==> config.mk <==
export PLATFORM = sky130hd
export DESIGN_NAME = cache_cmd_sequencer
export DESIGN_NICKNAME = d
export VERILOG_FILES = /design/src/rtl/cache_cmd_sequencer.sv
export SDC_FILE = /design/constraint.sdc
export NUM_CORES = 1
export LEC_CHECK = 0
export BUFFER_PORTS_ARGS = -buffer_cell sky130_fd_sc_hd__buf_2
export CAP_MARGIN = 20
export CORE_UTILIZATION = 30
export CTS_CLUSTER_SIZE = 20
export DETAILED_ROUTE_END_ITERATION = 8
export PLACE_DENSITY = 0.55
export SLEW_MARGIN = 20
export SYNTH_ARGS = -nofsm -noshare
export SYNTH_HDL_FRONTEND = slang
export SYNTH_SLANG_ARGS = --single-unit
export TNS_END_PERCENT = 10
==> constraint.sdc <==
create_clock -name clk -period 3.6 [get_ports clk]
set_input_delay 0.36 -clock clk [delete_from_list [all_inputs] [get_ports clk]]
set_output_delay 0.36 -clock clk [all_outputs]
set_load 0.05 [all_outputs]
==> src/rtl/cache_cmd_sequencer.sv <==
// Trace command sequencer: lookup, victim writeback, line fill,
// cache clear and saturating read/write/hit/miss statistics.
package mypkg;
  localparam int OFFSET_BITS = 6;
endpackage

module cache_cmd_sequencer
  import mypkg::*;
#(
  parameter int ADDR_W = 32,
  parameter int CNT_W  = 32,
  parameter int OFF_W  = OFFSET_BITS
) (
  input  logic              clk,
  input  logic              rst_n,
  input  logic              cmd_valid,
  output logic              cmd_ready,
  input  logic [3:0]        cmd_code,
  input  logic [ADDR_W-1:0] cmd_addr,
  output logic              lk_req,
  output logic [ADDR_W-1:0] lk_addr,
  output logic              lk_write,
  output logic              lk_snoop,
  input  logic              lk_done,
  input  logic              lk_hit,
  input  logic              lk_victim_dirty,
  input  logic [ADDR_W-1:0] lk_victim_addr,
  output logic              mem_req,
  output logic              mem_we,
  output logic [ADDR_W-1:0] mem_addr,
  input  logic              mem_ack,
  output logic              fill_en,
  output logic              clr_en,
  output logic              dump_pulse,
  output logic              bad_cmd,
  output logic              busy,
  output logic [CNT_W-1:0]  stat_reads,
  output logic [CNT_W-1:0]  stat_writes,
  output logic [CNT_W-1:0]  stat_hits,
  output logic [CNT_W-1:0]  stat_misses
);

  typedef enum logic [2:0] {
    IDLE, LOOKUP, WB, FILL, INSTALL, CLEAR
  } state_t;

  localparam logic [ADDR_W-1:0] LINE_MASK =
    {ADDR_W{1'b1}} << OFF_W;

  state_t state, state_nx;

  logic [ADDR_W-1:0] lat_addr, vic_addr;
  logic lat_write, lat_snoop;
  logic accept;
  logic is_rd, is_wr, is_sn, is_clr, is_dump;
  logic lk_fin, lk_miss;

  function automatic logic [CNT_W-1:0] sat_inc(
    input logic [CNT_W-1:0] v
  );
    return (&v) ? v : v + 1'b1;
  endfunction

  assign accept = cmd_valid && cmd_ready;
  assign lk_fin = (state == LOOKUP) && lk_done;
  assign lk_miss = lk_fin && !lat_snoop && !lk_hit;

  always_comb begin
    is_rd   = 1'b0;
    is_wr   = 1'b0;
    is_sn   = 1'b0;
    is_clr  = 1'b0;
    is_dump = 1'b0;
    unique case (1'b1)
      cmd_code == 4'd0,
      cmd_code == 4'd2: is_rd = 1'b1;
      cmd_code == 4'd1: is_wr = 1'b1;
      cmd_code >= 4'd3 && cmd_code <= 4'd6: is_sn = 1'b1;
      cmd_code == 4'd8: is_clr = 1'b1;
      cmd_code == 4'd9: is_dump = 1'b1;
      default: ;
    endcase
  end

  always_ff @(posedge clk or negedge rst_n) begin
    if (!rst_n) state <= IDLE;
    else        state <= state_nx;
  end

  always_comb begin
    state_nx  = state;
    cmd_ready = 1'b0;
    lk_req    = 1'b0;
    mem_req   = 1'b0;
    mem_we    = 1'b0;
    mem_addr  = '0;
    fill_en   = 1'b0;
    clr_en    = 1'b0;
    unique case (state)
      IDLE: begin
        cmd_ready = 1'b1;
        if (accept) begin
          if (is_rd || is_wr || is_sn) state_nx = LOOKUP;
          else if (is_clr)             state_nx = CLEAR;
        end
      end
      LOOKUP: begin
        lk_req = 1'b1;
        if (lk_done) begin
          if (lat_snoop || lk_hit)  state_nx = IDLE;
          else if (lk_victim_dirty) state_nx = WB;
          else                      state_nx = FILL;
        end
      end
      WB: begin
        mem_req  = 1'b1;
        mem_we   = 1'b1;
        mem_addr = vic_addr & LINE_MASK;
        if (mem_ack) state_nx = FILL;
      end
      FILL: begin
        mem_req  = 1'b1;
        mem_addr = lat_addr & LINE_MASK;
        if (mem_ack) state_nx = INSTALL;
      end
      INSTALL: begin
        fill_en  = 1'b1;
        state_nx = IDLE;
      end
      CLEAR: begin
        clr_en   = 1'b1;
        state_nx = IDLE;
      end
      default: state_nx = IDLE;
    endcase
  end

  assign busy     = (state != IDLE);
  assign lk_addr  = lat_addr;
  assign lk_write = (state == LOOKUP) && lat_write;
  assign lk_snoop = (state == LOOKUP) && lat_snoop;

  always_ff @(posedge clk or negedge rst_n) begin
    if (!rst_n) begin
      lat_addr   <= '0;
      vic_addr   <= '0;
      lat_write  <= 1'b0;
      lat_snoop  <= 1'b0;
      dump_pulse <= 1'b0;
      bad_cmd    <= 1'b0;
    end else begin
      dump_pulse <= accept && is_dump;
      bad_cmd    <= accept && !(is_rd || is_wr || is_sn
                                || is_clr || is_dump);
      if (accept) begin
        lat_addr  <= cmd_addr;
        lat_write <= is_wr;
        lat_snoop <= is_sn;
      end
      if (lk_miss && lk_victim_dirty) vic_addr <= lk_victim_addr;
    end
  end

  // Clear wins over any increment; nothing else can be pending then.
  always_ff @(posedge clk or negedge rst_n) begin
    if (!rst_n) begin
      stat_reads  <= '0;
      stat_writes <= '0;
      stat_hits   <= '0;
      stat_misses <= '0;
    end else if (state == CLEAR) begin
      stat_reads  <= '0;
      stat_writes <= '0;
      stat_hits   <= '0;
      stat_misses <= '0;
    end else begin
      if (accept && is_rd) stat_reads  <= sat_inc(stat_reads);
      if (accept && is_wr) stat_writes <= sat_inc(stat_writes);
      if (lk_fin && !lat_snoop && lk_hit)
        stat_hits <= sat_inc(stat_hits);
      if (lk_miss) stat_misses <= sat_inc(stat_misses);
    end
  end

endmodule
; Yosys cells after proc, flatten, opt, wreduce, memory -nomap -nowiden
; Cells that the tools add are included.
[word_totals]
ff_bits = 199
inputBits = 75
elab_cells = 107
[op_classes]
n_addsub = 4
order_cmp = 2
n_eq_ne = 18
mux = 33
n_reduce_logical = 39
[ops]
columns = cell, n
row1 = 32-bit 2-to-1 mux, 12
row2 = "32-bit by 1-bit adder with 32-bit output, second input constant", 4
row3 = 32-bit AND reduction, 4
row4 = 32-bit case mux with 2 select lines, 1
row5 = 3-bit 2-to-1 mux, 6
row6 = "2-bit inequality test, second input constant", 8
row7 = 1-bit logical AND, 13
row8 = 1-bit 2-to-1 mux, 12
row9 = 3-bit case mux with 4 select lines, 1
row10 = "4-bit equality test, second input constant", 2
row11 = 2-bit AND reduction, 4
row12 = 2-bit nonzero test, 4
row13 = "3-bit by 2-bit equality test with 1-bit output, second input constant", 2
row14 = "3-bit equality test, second input constant", 2
row15 = 1-bit logical OR, 5
row16 = 5-bit AND reduction, 1
row17 = "4-bit by 1-bit equality test with 1-bit output, second input constant", 1
row18 = "4-bit by 2-bit equality test with 1-bit output, second input constant", 1
row19 = "4-bit by 2-bit greater-or-equal comparator with 1-bit output, second input constant", 1
row20 = "4-bit by 3-bit <= comparator with 1-bit output, second input constant", 1
row21 = 4-bit zero test, 1
row22 = 2-bit OR reduction, 2
row23 = "3-bit by 1-bit equality test with 1-bit output, second input constant", 1
row24 = 1-bit zero test, 3
row25 = 4 further kinds, 4

; Longest topological paths before layout
[logic_depth]
word_depth = 9
mapped_depth = 10
ltp_nobuf = 6

; Worst setup path before layout
; No wires, ideal clock.
[synth_path]
path_kind = register to register
startpoint = register state[0]
endpoint = register stat_misses[27]
setup_ps = 78
t_arrival_ps = 2581
required_time_ps = 3522
setup_slack_ps = 941
path_stages_with_launch = 9
period_less_slack_ps = 2659
path_cell_list = dfrtp_1 -> buf_4 -> or3b_1 -> buf_2 -> or4_4 -> or3_1 -> clkbuf_1 -> or4_1 -> a21oi_1
[synth_via]
elab_chain_len = 6
elab_cells_between_ends = 9
[synth_lines]
columns = item, line_no
row1 = start: declaration, 50  ; state_t state, state_nx;
row2 = start signal: assignment, 87  ; else state <= state_nx;
row3 = 3-bit by 1-bit equality test with 1-bit output, 65  ; assign lk_fin = (state == LOOKUP) && lk_done;
row4 = 1-bit logical AND, 65
row5 = 1-bit logical AND (2 in a row), 66  ; assign lk_miss = lk_fin && !lat_snoop && !lk_hit;
row6 = 2-bit nonzero test (no source line), -
row7 = 2-bit AND reduction (no source line), -
row8 = end signal: assignment, 181  ; if (lk_miss) stat_misses <= sat_inc(stat_misses);
row9 = end: declaration, 40  ; output logic [CNT_W-1:0] stat_misses
; Several ways; a longest one is shown, not always the timed one.
; A chain may end at the register's enable or synchronous reset.

; Worst setup path after layout
[layout_path]
startpoint = register state[1]
endpoint = register stat_misses[30]
; The elaborated chain is that of the path after synthesis.

==> qor.txt <==
Routed vias -> 9617
Crit-path max cell delay -> 0.68 ns
Hold Startpoint -> cmd_addr[28]
Initial antenna violation count -> 3
Number of DRC markers in iteration 0 -> 544
Post-route ant nets -> 0
Die X-Extent -> 186.1 um
WL per Instance -> 17.02 um
Syn avg cell area -> 9.082 um2
Sink Count -> 193
Max cap viols -> 0
CP Cell Sequence -> buf_4 > or3b_1 > or4_4 > or4b_1 > or3_1 > a21oi_1
Reg clk slew, reported paths -> 0.07 ns
Worst path arrival time -> 3.33 ns
TritonCTS Buffers -> 17
DRT Pass-1 Iters -> 4
First-pass GRT wire length -> 48960 um
HPWL Detailed -> 21840 um
Chip height -> 186.1 um
Synth Area in Adders -> 0.004925
Post-synth cell types -> 52
H-tree Lvls -> 4
Fin nets -> 1446
Slew margin rel. -> 0.3561
RSZ-0062 raised after global routing -> false
Min-Delay Path Class -> primary input to flip-flop
Setup violations, final -> 0
Total Negative Setup Slacks -> 0 ns
Least-Margin Pin Slew -> 0.9508 ns
CTS max path bufs -> 2
Period minus WS final -> 2.970 ns
Fraction of synthesized area in multiplexers -> 0.06131
Synth Area in Compound Gates -> 0.1416
Final worst setup slack -> 0.6300 ns
Startpoint Class -> flip-flop
FMAX -> 0.3367 GHz
Crit Path Category -> flip-flop to flip-flop
Hold Vio Cnt, Final -> 0
EDFF count, synth -> 0
Fraction of layout cells with a size suffix above 1 -> 0.2616
Critical path endpoint category -> flip-flop
Setup bufs post-CTS -> 0
Hold depth -> 3
Post-synthesis sequential area ratio -> 0.4753
Slowest stage cell, crit path -> or4b_1
I/O pin cnt -> 278
GPL Wtd Cong -> 0.8132
Detailed Route WL -> 31160 um
Residual DRC -> 0
Pre-CTS setup slack -> 0.6422 ns
Core Rows -> 67
Full die area -> 34610 um2
All-Layer GR Usage -> 0.1803
Pwr per Cell Area -> 709.2 nW/um2
Syn-to-layout area delta -> 23.81%
Worst R2R Setup Slack -> 0.63 ns
Static Leak -> 5.949 nW
Critical-path maximum fanout -> 11
Hold EP -> lk_addr[28]$_DFFE_PN0P_
Simple-Gate Fraction of Synth Area -> 0.2797
Max IR drop VDD -> 0.5800 mV
Clk_lat worst skew -> 0.45 ns
Placed cell area -> 12020 um2
Ys Warns -> 0
Mapped Cells -> 1119
FF+latch count, synth -> 193
FF-to-FF Start -> state[1]$_DFFE_PN0P_
R2R Path End -> stat_misses[30]$_DFFE_PN0P_
Period utilisation layout -> 0.8250
Post-synth ARST share -> 1.000
Most used DFF post-synth -> dfrtp_1
Total power -> 8.924 mW
Most frequent cells in the layout -> buf_2, dfrtp_1, nand2_1, a21oi_1, o21ai_0
Mapped cell area -> 10160 um2
Final Skew -> 0.01439 ns
Slew Viols, Final -> 0
Initial Utilization -> 0.3038
Largest net degree at the start of global routing -> 78
Most common cell after layout, fill and taps aside -> buf_2
Vias per cell -> 5.252
Largest family of logic cells by synthesized area -> simple AND/OR/NAND/NOR gates
Xor/xnor cell area share of the yosys netlist -> 0.005171
Status -> completed
PortBufs -> 265
Core area -> 33450 um2
Total gr overflow -> 0
R2r worst-path depth -> 6
Critical Path RT -> 3.96 ns
Design area -> 12580 um2
Vias in the first global route -> 9080
Clk root buf -> clkbuf_16
CTS tree -> built
per-stage QoR:
stage / hold slack [ns] / utilization / std cells
2_1_floorplan: 0.06441 / - / 1124
3_3_place_gp: 0.3903 / 0.3593 / 1795
5_1_grt: 0.08667 / 0.3759 / 1828
6_report: 0.09896 / 0.3762 / 1831
3_5_place_dp: 0.3893 / 0.3593 / 1795
4_1_cts: 0.07726 / 0.3759 / 1828
cell usage after synthesis (all sizes together) (2+ instances only):
cell,instances,area share
clkbuf,52,0.019
or3,57,0.035
and4,25,0.022
and2,16,0.0099
o31ai,42,0.031
o311ai,2,0.0017
nand3,47,0.023
nor2,57,0.021
a31oi,9,0.0055
xor2,4,0.0034
o211a,2,0.0020
a21oi,91,0.045
o21ai,61,0.030
nand2b,8,0.0049
and3b,2,0.0017
a21o,2,0.0015
xnor2,2,0.0017
nand4,36,0.022
nand3b,3,0.0022
a31o,3,0.0026
a41o,7,0.0069
buf,13,0.0076
nand2,184,0.068
and3,21,0.013
mux2i,33,0.033
or4,45,0.034
ha,4,0.0049
or2,5,0.0031
dfrtp,193,0.48
o211ai,13,0.0096
nor4,4,0.0025
nor4b,4,0.0034
or3b,4,0.0034
mux2,26,0.029
nor3,19,0.0094
inv,13,0.0048
critical path: cells and delay by family (launching register included):
family | cells | cell delay, ns
buf+inv | 1 | 0.16
simple gates | 4 | 2.22
compound gates | 1 | 0.15
flops | 1 | 0.36
cell families after synthesis:
family / after synthesis
compound gates: 239
xor+xnor: 6
fa+ha+maj: 4
buf+inv: 78
flops: 193
mux: 59
other cells: 1
simple gates: 539
flip-flops by register name (all words and copies together) (netlist names):
register and count:
lat_write 1, stat_writes 32, stat_misses 32, lat_snoop 1, stat_hits 32, state 3, dump_pulse 1, lk_addr 32
bad_cmd 1, stat_reads 32, vic_addr 26
worst max-delay path by stage:
stage                         startpoint  depth (start not counted)  slack [ns]                           to
floorplan           state[0]$_DFFE_PN0P_                          8        0.94  stat_misses[27]$_DFFE_PN0P_
global placement    state[1]$_DFFE_PN0P_                          6        0.70  stat_misses[26]$_DFFE_PN0P_
detailed placement  state[1]$_DFFE_PN0P_                          6        0.64  stat_misses[26]$_DFFE_PN0P_
CTS                 state[1]$_DFFE_PN0P_                          6        0.63  stat_misses[30]$_DFFE_PN0P_
global route        state[1]$_DFFE_PN0P_                          6        0.45  stat_misses[30]$_DFFE_PN0P_
finish              state[1]$_DFFE_PN0P_                          6        0.63  stat_misses[30]$_DFFE_PN0P_
where the power goes:
group	switching (mW)	internal (mW)
clock	0.907	0.946
combinational	2.85	0.987
sequential	0.528	2.71
total	4.28	4.64
cell type report:
cell class / instances / area (um2)
fill: 3463 / 20870
multi-input combinational: 853 / 5042
sequential: 193 / 4831
timing repair buffer: 289 / 1543
tap: 448 / 560.5
clock buffer: 21 / 470.5
clock inverter: 11 / 77.57
inverter: 13 / 50.05
antenna: 3 / 7.507
routing by layer:
| metal | up-vias | GRT usage | wire length, um |
|---|---|---|---|
| met5 | - | 0 | 0 |
| met4 | 0 | 0.04918 | 356 |
| met3 | 19 | 0.05322 | 2382 |
| met2 | 257 | 0.2925 | 14580 |
| met1 | 4707 | 0.2317 | 13830 |
| li1 | 4634 | - | - |
what timing repair did:
item | in CTS | in global routing
hold endpoints to repair | 58 | 0
resized for setup | 0 | 0
hold buffers | 1 | 0
(Power assumes the default switching activity.)
